`src/rtl/bus_xfer_pkg.sv`:
```
// Shared definitions for the register-bus transfer controller.
package bus_xfer_pkg;

    localparam int NREG = 4;
    localparam logic [1:0] TEMP_REG = 2'd3;

    typedef enum logic [2:0] {
        S_IDLE  = 3'd0,
        S_STEP1 = 3'd1,
        S_STEP2 = 3'd2,
        S_STEP3 = 3'd3,
        S_DONE  = 3'd4
    } state_e;

    typedef enum logic {
        OP_MOVE = 1'b0,
        OP_SWAP = 1'b1
    } op_e;

endpackage

```
`src/rtl/bus_onehot_dec.sv`:
```
// 2-bit register index plus enable to 4-bit one-hot strobe.
module bus_onehot_dec (
    input  logic [1:0] idx,
    input  logic       en,
    output logic [3:0] onehot
);

    always_comb begin
        onehot = 4'b0000;
        if (en) onehot[idx] = 1'b1;
    end

endmodule

```
`src/rtl/bus_xfer_ctrl.sv`:
```
// Register-bus transfer sequencer: MOVE, plus SWAP through temp register 3
// when BUS_XFER_CTRL_SWAP_EN is defined.
module bus_xfer_ctrl #(
    parameter int NREG = bus_xfer_pkg::NREG,
    parameter int HOLD = 1
) (
    input  logic            clk,
    input  logic            rst,
    input  logic            req,
    input  logic            op,
    input  logic [1:0]      src,
    input  logic [1:0]      dst,
    output logic            ready,
    output logic [NREG-1:0] Rout,
    output logic [NREG-1:0] Rin,
    output logic            done,
    output logic            err
);
    import bus_xfer_pkg::*;

    localparam logic [3:0] HOLD_M1 = 4'(HOLD - 1);

    state_e     state;
    logic [3:0] cnt;
    logic [1:0] out_idx;
    logic [1:0] in_idx;
    logic       strb_en;
    logic       is_swap;
    logic       bad_req;

`ifdef BUS_XFER_CTRL_SWAP_EN
    logic [1:0] a_q;
    logic [1:0] b_q;
    op_e        op_q;

    assign is_swap = (op_e'(op) == OP_SWAP);
`else
    logic unused_op;

    assign unused_op = op;
    assign is_swap   = 1'b0;
`endif

    // Temp-register conflicts only matter when the swap path exists.
    assign bad_req = (src == dst) || (is_swap && (src == TEMP_REG || dst == TEMP_REG));

    always_ff @(posedge clk) begin
        if (rst) begin
            state   <= S_IDLE;
            strb_en <= 1'b0;
            done    <= 1'b0;
            err     <= 1'b0;
            ready   <= 1'b1;
        end else begin
            done <= 1'b0;
            err  <= 1'b0;
            case (state)
                S_IDLE: begin
                    if (req) begin
                        ready <= 1'b0;
`ifdef BUS_XFER_CTRL_SWAP_EN
                        a_q  <= src;
                        b_q  <= dst;
                        op_q <= op_e'(op);
`endif
                        if (bad_req) begin
                            state <= S_DONE;
                            done  <= 1'b1;
                            err   <= 1'b1;
                        end else begin
                            state   <= S_STEP1;
                            strb_en <= 1'b1;
                            cnt     <= HOLD_M1;
                            out_idx <= src;
                            in_idx  <= is_swap ? TEMP_REG : dst;
                        end
                    end
                end
                S_STEP1: begin
                    if (cnt != 4'd0) begin
                        cnt <= cnt - 4'd1;
`ifdef BUS_XFER_CTRL_SWAP_EN
                    end else if (op_q == OP_SWAP) begin
                        state   <= S_STEP2;
                        cnt     <= HOLD_M1;
                        out_idx <= b_q;
                        in_idx  <= a_q;
`endif
                    end else begin
                        state   <= S_DONE;
                        strb_en <= 1'b0;
                        done    <= 1'b1;
                    end
                end
`ifdef BUS_XFER_CTRL_SWAP_EN
                S_STEP2: begin
                    if (cnt != 4'd0) begin
                        cnt <= cnt - 4'd1;
                    end else begin
                        state   <= S_STEP3;
                        cnt     <= HOLD_M1;
                        out_idx <= TEMP_REG;
                        in_idx  <= b_q;
                    end
                end
                S_STEP3: begin
                    if (cnt != 4'd0) begin
                        cnt <= cnt - 4'd1;
                    end else begin
                        state   <= S_DONE;
                        strb_en <= 1'b0;
                        done    <= 1'b1;
                    end
                end
`endif
                S_DONE: begin
                    state <= S_IDLE;
                    ready <= 1'b1;
                end
                default: begin
                    state   <= S_IDLE;
                    strb_en <= 1'b0;
                    ready   <= 1'b1;
                end
            endcase
        end
    end

    // Strobes decode only from flops, so req never reaches Rout/Rin combinationally.
    bus_onehot_dec u_rout_dec (
        .idx    (out_idx),
        .en     (strb_en),
        .onehot (Rout)
    );

    bus_onehot_dec u_rin_dec (
        .idx    (in_idx),
        .en     (strb_en),
        .onehot (Rin)
    );

endmodule
```
`config.mk`:
```
export PLATFORM = sky130hd
export DESIGN_NAME = bus_xfer_ctrl
export DESIGN_NICKNAME = d
export VERILOG_FILES = /design/src/rtl/bus_xfer_pkg.sv /design/src/rtl/bus_onehot_dec.sv /design/src/rtl/bus_xfer_ctrl.sv
export SDC_FILE = /design/constraint.sdc
export NUM_CORES = 1
export LEC_CHECK = 0
export BUFFER_PORTS_ARGS = -buffer_cell sky130_fd_sc_hd__buf_2
export CAP_MARGIN = 5
export CORE_MARGIN = 3
export CORE_UTILIZATION = 25
export CTS_BUF_LIST = sky130_fd_sc_hd__clkbuf_8 sky130_fd_sc_hd__clkbuf_16
export CTS_CLUSTER_DIAMETER = 80
export DETAILED_ROUTE_END_ITERATION = 10
export HOLD_SLACK_MARGIN = 0.12
export PLACE_DENSITY_LB_ADDON = 0.15
export SETUP_SLACK_MARGIN = 0.1
export SLEW_MARGIN = 20
export SYNTH_ARGS = -nofsm -noshare
export SYNTH_HDL_FRONTEND = slang
export SYNTH_HIERARCHICAL = 1
export SYNTH_SLANG_ARGS = --single-unit
```
`constraint.sdc`:
```
create_clock -name clk -period 4.4 [get_ports clk]
set_clock_uncertainty 0.2 [all_clocks]
set_input_delay 0.88 -clock clk [delete_from_list [all_inputs] [get_ports clk]]
set_output_delay 0.88 -clock clk [all_outputs]
set_load 0.005 [all_outputs]
```
==> results_dict.tcl <==
set metrics [dict create \
    syn_avg_cell_area_um2 11.70 \
    dr.pass1.iters 3 \
    layout-drive-gt1-share_pct 35.06 \
    die_area_mm2 0.003324 \
    postCtsResizedCells 0 \
    ir_drop_mv 0.1632 \
    pin_count 19 \
    final_area_um2 829.5 \
    synth-seq-area-share_pct 54.03 \
    instances_no_fill 107 \
    synth_top_area_cell "edfxtp_1" \
    synth_nets 66 \
    synthTopCellsByArea "edfxtp_1, dfxtp_1, and3b_1" \
    grt_pass1_vias 446 \
    combinationalPowerShare_pct 14.7 \
    final_nets 87 \
    synth-simple-area-share_pct 28.14 \
    synth_compound_area_share_pct 8.818 \
    fp-row-count 18 \
    drc_errors 0 \
    cpMaxStageDelayCell "nor3_1" \
    finalSetupViolCount 0 \
    worstSetupPathType "input port to flip-flop" \
    crit_cells 5 \
    setup_slack_ns 2.132 \
    cp.arrival_ns 1.94 \
    synth_top_area_share_pct 36.02 \
    cts_tree "done" \
    reg2reg_to "cnt[2]$_SDFFCE_PP0P_" \
    coreArea_mm2 0.002500 \
    worst-path-buf-inv 1 \
    p_clk_share_pct 33.5 \
    crit_path_end_kind "flip-flop" \
    timing.fmax_mhz 440.8 \
    drt_iter0_drc 8 \
    whs_path_depth 1 \
    cts_hold_buf 0 \
    synthDistinctLibCells 26 \
    dp_cells 103 \
    cp_cell_sequence "buf_2 -> xor2_1 -> or2_1 -> a22oi_1 -> nor3_1" \
    critPathMaxFanout 4 \
    final_common_cell "buf_2" \
    min_to "ready$_SDFFE_PP1P_" \
    clkSinkCount 14 \
    final_util_pct 33.18 \
    synth-adder-area-share_pct 1.876 \
    initial_core_util_pct 26.68 \
    cp.required_ns 4.08 \
    yosys_warnings 6 \
    wl_per_cell_um 10.52 \
    grt_max_degree 10 \
    synthXorXnorAreaFrac_pct 5.253 \
    postCtsSetupBuffers 0 \
    p_sw_share_pct 24.26 \
    critical-path-top-delay-family "simple AND/OR/NAND/NOR gates" \
    wl_um 1126 \
    leakage_nw 0.3608 \
    power_frac_seq_pct 51.8 \
    slew_headroom_pct 57.98 \
    antenna_left 0 \
    switchingPower_mw 0.07544 \
    vias 469 \
    grt_pass1_wl_um 1876 \
    dpl_cell_area_um2 784.5 \
    cts_max_level 1 \
    grt_util_all_layers_pct 7.549 \
    overflow 0 \
    reg2reg_from "cnt[0]$_SDFFCE_PP0P_" \
    final_cell_mix "buf_2, edfxtp_1, nor2_1" \
    status "finished, final reports clean" \
    clkLatencyLatePin_ns 0.24 \
    cts.path.max_buffers 2 \
    num_antenna_cells 0 \
    die_width_um 57.65 \
    powerDensity_mw_per_mm2 374.8 \
    synth-seq-cells 14 \
    area_growth_pct 24.39 \
    maxCapViolCount 0 \
    rsz0062_at_grt "no" \
    hp-class "flip-flop to flip-flop" \
    internal_power_mw 0.2355 \
    ff2ff_path_depth 5 \
    hold_viol 0 \
    place.gp.congestion 0.7043 \
    netlist_area_um2 666.9 \
    clkTransAtPathRegs_ns 0.05 \
    min_period_over_period_pct 51.56 \
    startpoint_type "input port" \
    antenna_found_initial 0 \
    reg2reg_setup_slack_ns 2.55 \
    numPortBuffers 17 \
    fin_tns_setup_ns 0 \
    synth_cells 57 \
    synthMuxAreaShare_pct 0 \
    period_minus_slack_ns 2.268 \
    holdCritStartpoint "ready$_SDFFE_PP1P_" \
    die_h_um 57.65 \
    viasPerCell 4.383 \
    fill_cells 248 \
    slew_violations 0 \
    place_worst_setup_slack_ns 1.876 \
    numCtsBuffers 3 \
    cts-root-buf "clkbuf_8" \
    crit_path_max_incr_delay_ns 0.50 \
    synth_top_family_by_area "simple AND/OR/NAND/NOR gates" \
    worst_slew_pin_slew_ns 0.6255 \
]
==> layout make-up <==
class | count | area, um^2 | area share [%]
inverters | 2 | 7.507 | 0.9050
flip-flops and latches | 14 | 360.3 | 43.44
clock inverters | 1 | 3.754 | 0.4525
repair buffers | 17 | 85.08 | 10.26
multi-input cells | 40 | 294.0 | 35.44
well taps | 30 | 37.54 | 4.525
clock buffers | 3 | 41.29 | 4.977
==> worst max-delay path by stage <==
stage,start,endpoint,slack [ns]
floorplan,dst[1],cnt[0]$_SDFFCE_PP0P_,2.24
global placement,dst[0],cnt[0]$_SDFFCE_PP0P_,1.89
detailed placement,dst[0],cnt[0]$_SDFFCE_PP0P_,1.88
CTS,dst[0],cnt[2]$_SDFFCE_PP0P_,2.13
global route,dst[1],cnt[2]$_SDFFCE_PP0P_,2.00
finish,dst[0],cnt[2]$_SDFFCE_PP0P_,2.13
==> registers in the layout (all words and copies together) (netlist names) <==
| name | cells |
|---|---|
| cnt | 4 |
| done | 1 |
| err | 1 |
| in_idx | 2 |
| out_idx | 2 |
| ready | 1 |
| state | 2 |
| strb_en | 1 |
==> cell usage after synthesis <==
| cell | count |
|---|---|
| o21bai_1 | 1 |
| nor2_1 | 7 |
| xnor2_1 | 2 |
| nor3b_2 | 2 |
| xor2_1 | 2 |
| nor4_1 | 2 |
| or2_1 | 1 |
| nand2_1 | 1 |
| dfxtp_1 | 6 |
| nand2b_1 | 1 |
| or2b_1 | 1 |
| edfxtp_1 | 8 |
| and3_2 | 2 |
| buf_2 | 1 |
| nor3_2 | 1 |
| and2_1 | 2 |
| a22oi_1 | 1 |
| nor2b_1 | 2 |
| and3b_1 | 4 |
| inv_1 | 2 |
| a311oi_2 | 1 |
| a21oi_1 | 1 |
| nor3_1 | 3 |
| ha_1 | 1 |
| a2bb2oi_2 | 1 |
| a211o_1 | 1 |
==> worst register-to-register path: cells and delay by family, from the launching register on <==
kind,cells,cell delay [ns]
AND/OR/NAND/NOR,2,0.57
flip-flops,1,0.36
adder cells (fa/ha/maj),1,0.24
AO/OA/AOI/OAI,1,0.07
buffers and inverters,1,0.05
==> power by group through the flow <==
stage	Clock, mW	Sequential (mW)	Combinational, mW
floorplan	0	0.160	0.0341
global placement	0	0.164	0.0461
detailed placement	0	0.164	0.0462
CTS	0.108	0.161	0.0466
global route	0.114	0.163	0.0519
finish	0.104	0.161	0.0457
==> per-stage QoR <==
stage	hold WS [ns]	total power [mW]
CTS	0.2599	0.3161
global placement	0.2411	0.2097
finish	0.2576	0.3109
detailed placement	0.2468	0.2101
floorplan	0.2605	0.1945
global route	0.2926	0.3292
==> cell families after synthesis <==
group	after synthesis
xor gates and xnor gates	4
and+or+nand+nor	29
DFF	14
buffers and inverters	3
adders and majority gates	1
AOI/OAI and AO/OA	6
==> per-layer routing <==
| layer | GRT usage (%) | part of all wire, % | up-vias |
|---|---|---|---|
| li1 | - | - | 246 |
| met4 | 6.954 | 2.8 | 0 |
| met1 | 9.551 | 46 | 207 |
| met5 | 0 | 0 | - |
| met2 | 10.65 | 44 | 12 |
| met3 | 1.559 | 6.6 | 4 |
(Power assumes the default switching activity.)
